**src/rtl/shift_reg_param_sipo_framed.sv**
```systemverilog
// shift_reg_param_sipo_framed
// WIDTH-bit serial/parallel shift register with selectable shift direction,
// parallel load and synchronous clear. A bit counter raises a registered
// one-cycle o_valid pulse each time WIDTH bits have been shifted in since
// the last reset, load, clear or completed word.
// WIDTH is meaningful from 2 to 32.

module shift_reg_param_sipo_framed #(
  parameter  int WIDTH     = 8,
  parameter  bit MSB_FIRST = 1'b0,
  localparam int CNT_W     = $clog2(WIDTH + 1)
) (
  input  logic             i_clk,
  input  logic             i_rst,    // synchronous, active-low
  input  logic             i_en,
  input  logic [1:0]       i_mode,
  input  logic             i_SD,
  input  logic [WIDTH-1:0] i_D,
  output logic             o_SD,
  output logic [WIDTH-1:0] o_Q,
  output logic [CNT_W-1:0] o_cnt,
  output logic             o_valid
);

  localparam logic [1:0] MODE_HOLD  = 2'b00;
  localparam logic [1:0] MODE_SHIFT = 2'b01;
  localparam logic [1:0] MODE_LOAD  = 2'b10;
  localparam logic [1:0] MODE_CLEAR = 2'b11;

  localparam logic [CNT_W-1:0] CNT_LAST = CNT_W'(WIDTH - 1);
  localparam logic [CNT_W-1:0] CNT_ONE  = CNT_W'(1);

  logic [WIDTH-1:0] r_q;
  logic [CNT_W-1:0] r_cnt;
  logic             r_valid;

  logic [WIDTH-1:0] w_shift_q;
  logic             w_serial_out;
  logic             w_cnt_last;

  // Direction is fixed at build time: pick the shift network and the
  // serial output end once, so no mux is left in the datapath.
  generate
    if (MSB_FIRST) begin : g_toward_lsb
      assign w_shift_q    = {i_SD, r_q[WIDTH-1:1]};
      assign w_serial_out = r_q[0];
    end else begin : g_toward_msb
      assign w_shift_q    = {r_q[WIDTH-2:0], i_SD};
      assign w_serial_out = r_q[WIDTH-1];
    end
  endgenerate

  // The shift that completes a word is the one taken while cnt sits at WIDTH-1.
  assign w_cnt_last = (r_cnt == CNT_LAST);

  // Register, counter and word pulse; reset outranks enable and mode.
  always_ff @(posedge i_clk) begin
    if (!i_rst) begin
      r_q     <= '0;
      r_cnt   <= '0;
      r_valid <= 1'b0;
    end else if (i_en) begin
      case (i_mode)
        MODE_SHIFT: begin
          r_q <= w_shift_q;
          if (w_cnt_last) begin
            r_cnt   <= '0;
            r_valid <= 1'b1;
          end else begin
            r_cnt   <= r_cnt + CNT_ONE;
            r_valid <= 1'b0;
          end
        end
        MODE_LOAD: begin
          r_q     <= i_D;
          r_cnt   <= '0;
          r_valid <= 1'b0;
        end
        MODE_CLEAR: begin
          r_q     <= '0;
          r_cnt   <= '0;
          r_valid <= 1'b0;
        end
        default: begin
          // MODE_HOLD: keep word and count, drop the pulse
          r_valid <= 1'b0;
        end
      endcase
    end else begin
      r_valid <= 1'b0;
    end
  end

  // Outputs come straight from flops: no combinational path from inputs.
  assign o_Q     = r_q;
  assign o_SD    = w_serial_out;
  assign o_cnt   = r_cnt;
  assign o_valid = r_valid;

endmodule

```
**config.mk**
```make
export PLATFORM = sky130hd
export DESIGN_NAME = shift_reg_param_sipo_framed
export DESIGN_NICKNAME = d
export VERILOG_FILES = /design/src/rtl/shift_reg_param_sipo_framed.sv
export SDC_FILE = /design/constraint.sdc
export NUM_CORES = 1
export LEC_CHECK = 0
export CAP_MARGIN = 40
export CORE_MARGIN = 4
export CORE_UTILIZATION = 37
export DETAILED_ROUTE_END_ITERATION = 10
export GPL_ROUTABILITY_DRIVEN = 0
export PLACE_DENSITY_LB_ADDON = 0.2
export SETUP_SLACK_MARGIN = 0.15
export SLEW_MARGIN = 0
export SYNTH_ARGS = -nofsm -noshare
export SYNTH_HDL_FRONTEND = slang
export SYNTH_SLANG_ARGS = --single-unit
export TNS_END_PERCENT = 30
```
**constraint.sdc**
```tcl
create_clock -name i_clk -period 0.96 [get_ports i_clk]
set_input_delay 0.144 -clock i_clk [delete_from_list [all_inputs] [get_ports i_clk]]
set_output_delay 0.144 -clock i_clk [all_outputs]
set_load 0.02 [all_outputs]
```
=== Word level (Yosys, flattened, before mapping) ===
Cells that the tools add are included.

* Logic and storage cells: 18
* Bits of input ports: 14
* Register bits after elaboration: 13

* Muxes and demuxes: 4
* Add/subtract/negate cells: 1
* Equality and inequality tests: 4
* Reductions and logical operators: 6

{| class="wikitable"
|+ Operators by type and width
! operator !! count
|-
| case mux 8 bit (3 select lines) || 1
|-
| case mux 4 bit (2 select lines) || 1
|-
| adder 4 x 1 -> 4 bit, second input constant || 1
|-
| equality test 2 bit, second input constant || 2
|-
| equality test 4 x 3 -> 1 bit, second input constant || 1
|-
| two-way mux 4 bit || 1
|-
| AND reduction 2 bit || 2
|-
| AND reduction 3 bit || 1
|-
| nonzero test 3 bit || 1
|-
| equality test 2 x 1 -> 1 bit, second input constant || 1
|-
| nonzero test 2 bit || 1
|-
| OR reduction 2 bit || 1
|-
| two-way mux 1 bit || 1
|}

=== Depth between registers and ports, before layout ===
* Depth after elaboration: 4
* Gate-level depth with buffers: 4
* Gate-level depth less buffers: 4

=== Least setup slack after synthesis ===
Ideal clock, no wire load.

* Path kind: reg2reg
* Start: register r_cnt[0], in the netlist o_cnt[0]
* End: register r_cnt[2], in the netlist o_cnt[2]
* Path buffers: 0
* Arrival: 982 ps
* Slack: -155 ps
* Library setup time: 134 ps
* Cell stages (with the launch flop): 5
* Cells stage by stage: dfxtp_1 -> ha_1 -> a21oi_1 -> o21ai_0 -> a21oi_1

* Cells in the longest elaborated chain, start to end: 3

{| class="wikitable"
|+ Ends and longest elaborated chain
! item !! line !! source
|-
| start, declared || 34 || <nowiki>logic [CNT_W-1:0] r_cnt;</nowiki>
|-
| start signal, assigned || 70 || <nowiki>r_cnt <= r_cnt + CNT_ONE;</nowiki>
|-
| adder 4 x 1 -> 4 bit / equality test 4 x 3 -> 1 bit (equally long branches) || 70, 54 ||
|-
| two-way mux 4 bit (*) || 66 || <nowiki>if (w_cnt_last) begin</nowiki>
|-
| case mux 4 bit (2 select lines) (*) || 63 || <nowiki>case (i_mode)</nowiki>
|}

Mark *: on every way between the ends. The rest lies on a longest branch, timed or not.
A chain may end at the register's enable or synchronous reset.

=== Worst setup path after layout ===
* Start: register r_cnt[0], in the netlist o_cnt[0]
* End: register r_cnt[1], in the netlist o_cnt[1]

The elaborated chain is that of the path after synthesis.

==> impl_metrics.env <==
export IMPL_io_pin_count=28
export IMPL_worstPathArrival_ns=1.21
export IMPL_violations="negative setup slack"
export IMPL_ff2ff_path_depth=4
export IMPL_root_buffer="clkbuf_4"
export IMPL_portBuffers=27
export IMPL_slew_headroom_pct=72.8
export IMPL_synth_simple_gate_area_share_pct=37.4
export IMPL_rows=15
export IMPL_cts_buffers=3
export IMPL_drt_iter0_markers=15
export IMPL_clock_latency_ns=0.28
export IMPL_tritoncts="yes"
export IMPL_htree_num_levels=1
export IMPL_drive_gt1_share_pct=44.3
export IMPL_min_period_ns=1.05
export IMPL_synth_mux_area_share_pct=0
export IMPL_dpl_hpwl_um=1370
export IMPL_crit_slowest_cell="dfxtp_4"
export IMPL_num_antenna_cells=0
export IMPL_layout_cells_non_filler=156
export IMPL_gr_usage_all_layers_pct=17.5
export IMPL_ant_nets=0
export IMPL_hold_violations=0
export IMPL_placed_cells=148
export IMPL_dieArea_um2=2670
export IMPL_fmax_mhz=952
export IMPL_min_period_over_period_pct=109
export IMPL_path_class="register to register"
export IMPL_regArea_um2=282
export IMPL_critPathTopFamily="flip-flops"
export IMPL_drv_slew=0
export IMPL_hold_class="input port to register"
export IMPL_drt_first_pass_iters=4
export IMPL_grt_pass1_wl_um=3500
export IMPL_grt_overflow_total=0
export IMPL_finalSetupViolCount=5
export IMPL_skew_ns=0.00468
export IMPL_status="complete, but fails checks"
export IMPL_worstMarginPinSlew_ns=0.407
export IMPL_vdd_ir_drop_max_mv=0.607
export IMPL_multi_input_area_um2=420
export IMPL_power_per_cell_area_nw_per_um2=927
export IMPL_stdcell_area_um2=1270
export IMPL_syn_nets=98
export IMPL_start_kind="register"
export IMPL_grt_pass1_vias=783
export IMPL_required_ns=1.12
export IMPL_crit_path_end_kind="register"
export IMPL_synth_distinct_cells=23
export IMPL_syn_inst=83
export IMPL_clkTransAtPathRegs_ns=0.08
export IMPL_start_util_pct=40.0
export IMPL_synth_seq_cells=13
export IMPL_synth_adder_area_share_pct=1.77
export IMPL_cts_sinks=13
export IMPL_die_w_um=51.7
export IMPL_nets=147
export IMPL_cap_violations=0
export IMPL_netlist_area_um2=706
export IMPL_placed_cell_area_um2=1150
export IMPL_p_leak_nw=0.580
export IMPL_vias_per_cell=5.22
export IMPL_die_h_um=51.7
export IMPL_worstPathCellList="buf_6 > ha_4 > a32oi_1 > nor2_1"
export IMPL_syn_to_final_growth_pct=79.4
export IMPL_syn_avg_cell_area_um2=8.50
export IMPL_yosysSeqAreaShare_pct=36.9
export IMPL_core_area_um2=1760
export IMPL_finalWirelength_um=2020
export IMPL_cp_max_fo=3
export IMPL_synth_xor_area_share_pct=0
export IMPL_rsz0062_at_grt="true"
export IMPL_cpPeakStageDelay_ns=0.35
export IMPL_routedWlPerCell_um=12.9
export IMPL_yosys_warnings=0
export IMPL_grt_max_degree=15
export IMPL_synth_top_family_by_area="simple AND/OR/NAND/NOR gates"
export IMPL_drc_errors=0
export IMPL_synth_compound_area_share_pct=18.1
export IMPL_cts_max_path_buffers=2
export IMPL_critPathBufInv=1
export IMPL_layout_setup_ws_ns=-0.0909
export IMPL_grt_antenna_before_repair=0
export IMPL_hold_depth=3
export IMPL_fillerInstances=145
export IMPL_vias=815
export IMPL_crit_cells=4
[tightest hold or removal path, stage by stage]
cell             delay, ns
clkdlybuf4s50_1       0.42
nand2_1               0.07
nor2_1                0.04
[synth_stat cells, drive strengths merged]
cell / number / area (um^2)
and3b: 16 / 140
ha: 1 / 12.5
a21oi: 11 / 58.8
nand4b: 3 / 26.3
nand3: 1 / 5.00
buf: 4 / 25.0
and4b: 1 / 10.0
a32oi: 1 / 8.76
a31oi: 1 / 6.26
clkbuf: 2 / 8.75
nand4: 2 / 12.5
inv: 2 / 7.51
nor2b: 1 / 13.8
o21ai: 10 / 53.8
nand3b: 1 / 7.51
nand2: 11 / 41.3
nor2: 2 / 7.51
dfxtp: 13 / 260
[layer usage]
| layer | track usage (%) | vias up | wire length, um | share of wire (%) |
|---|---|---|---|---|
| met5 | 0 | - | 0 | 0 |
| met4 | 10.0 | 0 | 37 | 1.8 |
| met3 | 4.30 | 6 | 112 | 5.6 |
| met2 | 29.7 | 22 | 989 | 49 |
| met1 | 19.8 | 389 | 878 | 44 |
| li1 | - | 398 | - | - |
[flip-flops by register name, summed over array words and instances (netlist names)]
register,count
o_cnt,4
o_Q,8
o_valid,1
[stage by stage]
| stage | util [%] | hold WS (ns) | setup TNS [ns] | setup WS [ns] | total power, mW |
|---|---|---|---|---|---|
| 6_report | 71.8 | 0.422 | -0.373 | -0.0909 | 1.17 |
| 5_1_grt | 71.8 | 0.450 | -0.686 | -0.148 | 1.24 |
| 4_1_cts | 71.1 | 0.420 | -0.309 | -0.0792 | 1.17 |
| 3_5_place_dp | 65.2 | 0.466 | -6.30 | -0.424 | 0.810 |
| 3_3_place_gp | 65.2 | 0.467 | -5.81 | -0.376 | 0.805 |
| 2_1_floorplan | - | 0.258 | 0 | 0.0255 | 0.669 |
[cell families after synthesis]
logic type | Yosys count
and+or+nand+nor | 38
AOI/OAI and AO/OA | 23
DFF | 13
buffers and inverters | 8
adders and majority gates | 1
[cells in the final DEF (no fill, tap or decap), drive strengths merged, types with 2 or more instances in the layout]
master / n
nand4b: 3
and3b: 16
nor2: 2
clkdlybuf4s50: 10
nand2: 11
nand4: 2
dfxtp: 13
o21ai: 10
clkbuf: 4
a21oi: 11
inv: 2
dlygate4sd2: 2
buf: 37
[power by group]
part           internal (mW)  switching, mW
sequential             0.550         0.0114
clock                  0.161          0.189
combinational          0.151          0.111
[path summary, 6_finish.rpt]
| kind | end | startpoint | slack, ns |
|---|---|---|---|
| max | o_cnt[1] | o_cnt[0] | -0.09 |
| min reg2reg | o_Q[0] | o_Q[0] | 0.47 |
| min | o_valid | i_rst | 0.42 |
| max reg2reg | o_cnt[1] | o_cnt[0] | -0.09 |
[layout make-up]
class	instances	share of cell area [%]
repair buffers	50	39.4
multi-input cells	62	33.2
flip-flops and latches	13	22.2
well taps	25	2.47
clock buffers	4	2.08
inverters	2	0.593
[timing repair]
item,CTS,global route
hold buffers,0,0
gates resized for setup,105,2
pin swaps,24,0
hold endpoints to repair,0,0
setup endpoints to repair,27,27
setup buffers,2,1
gates cloned,1,0
(Power assumes the default switching activity.)
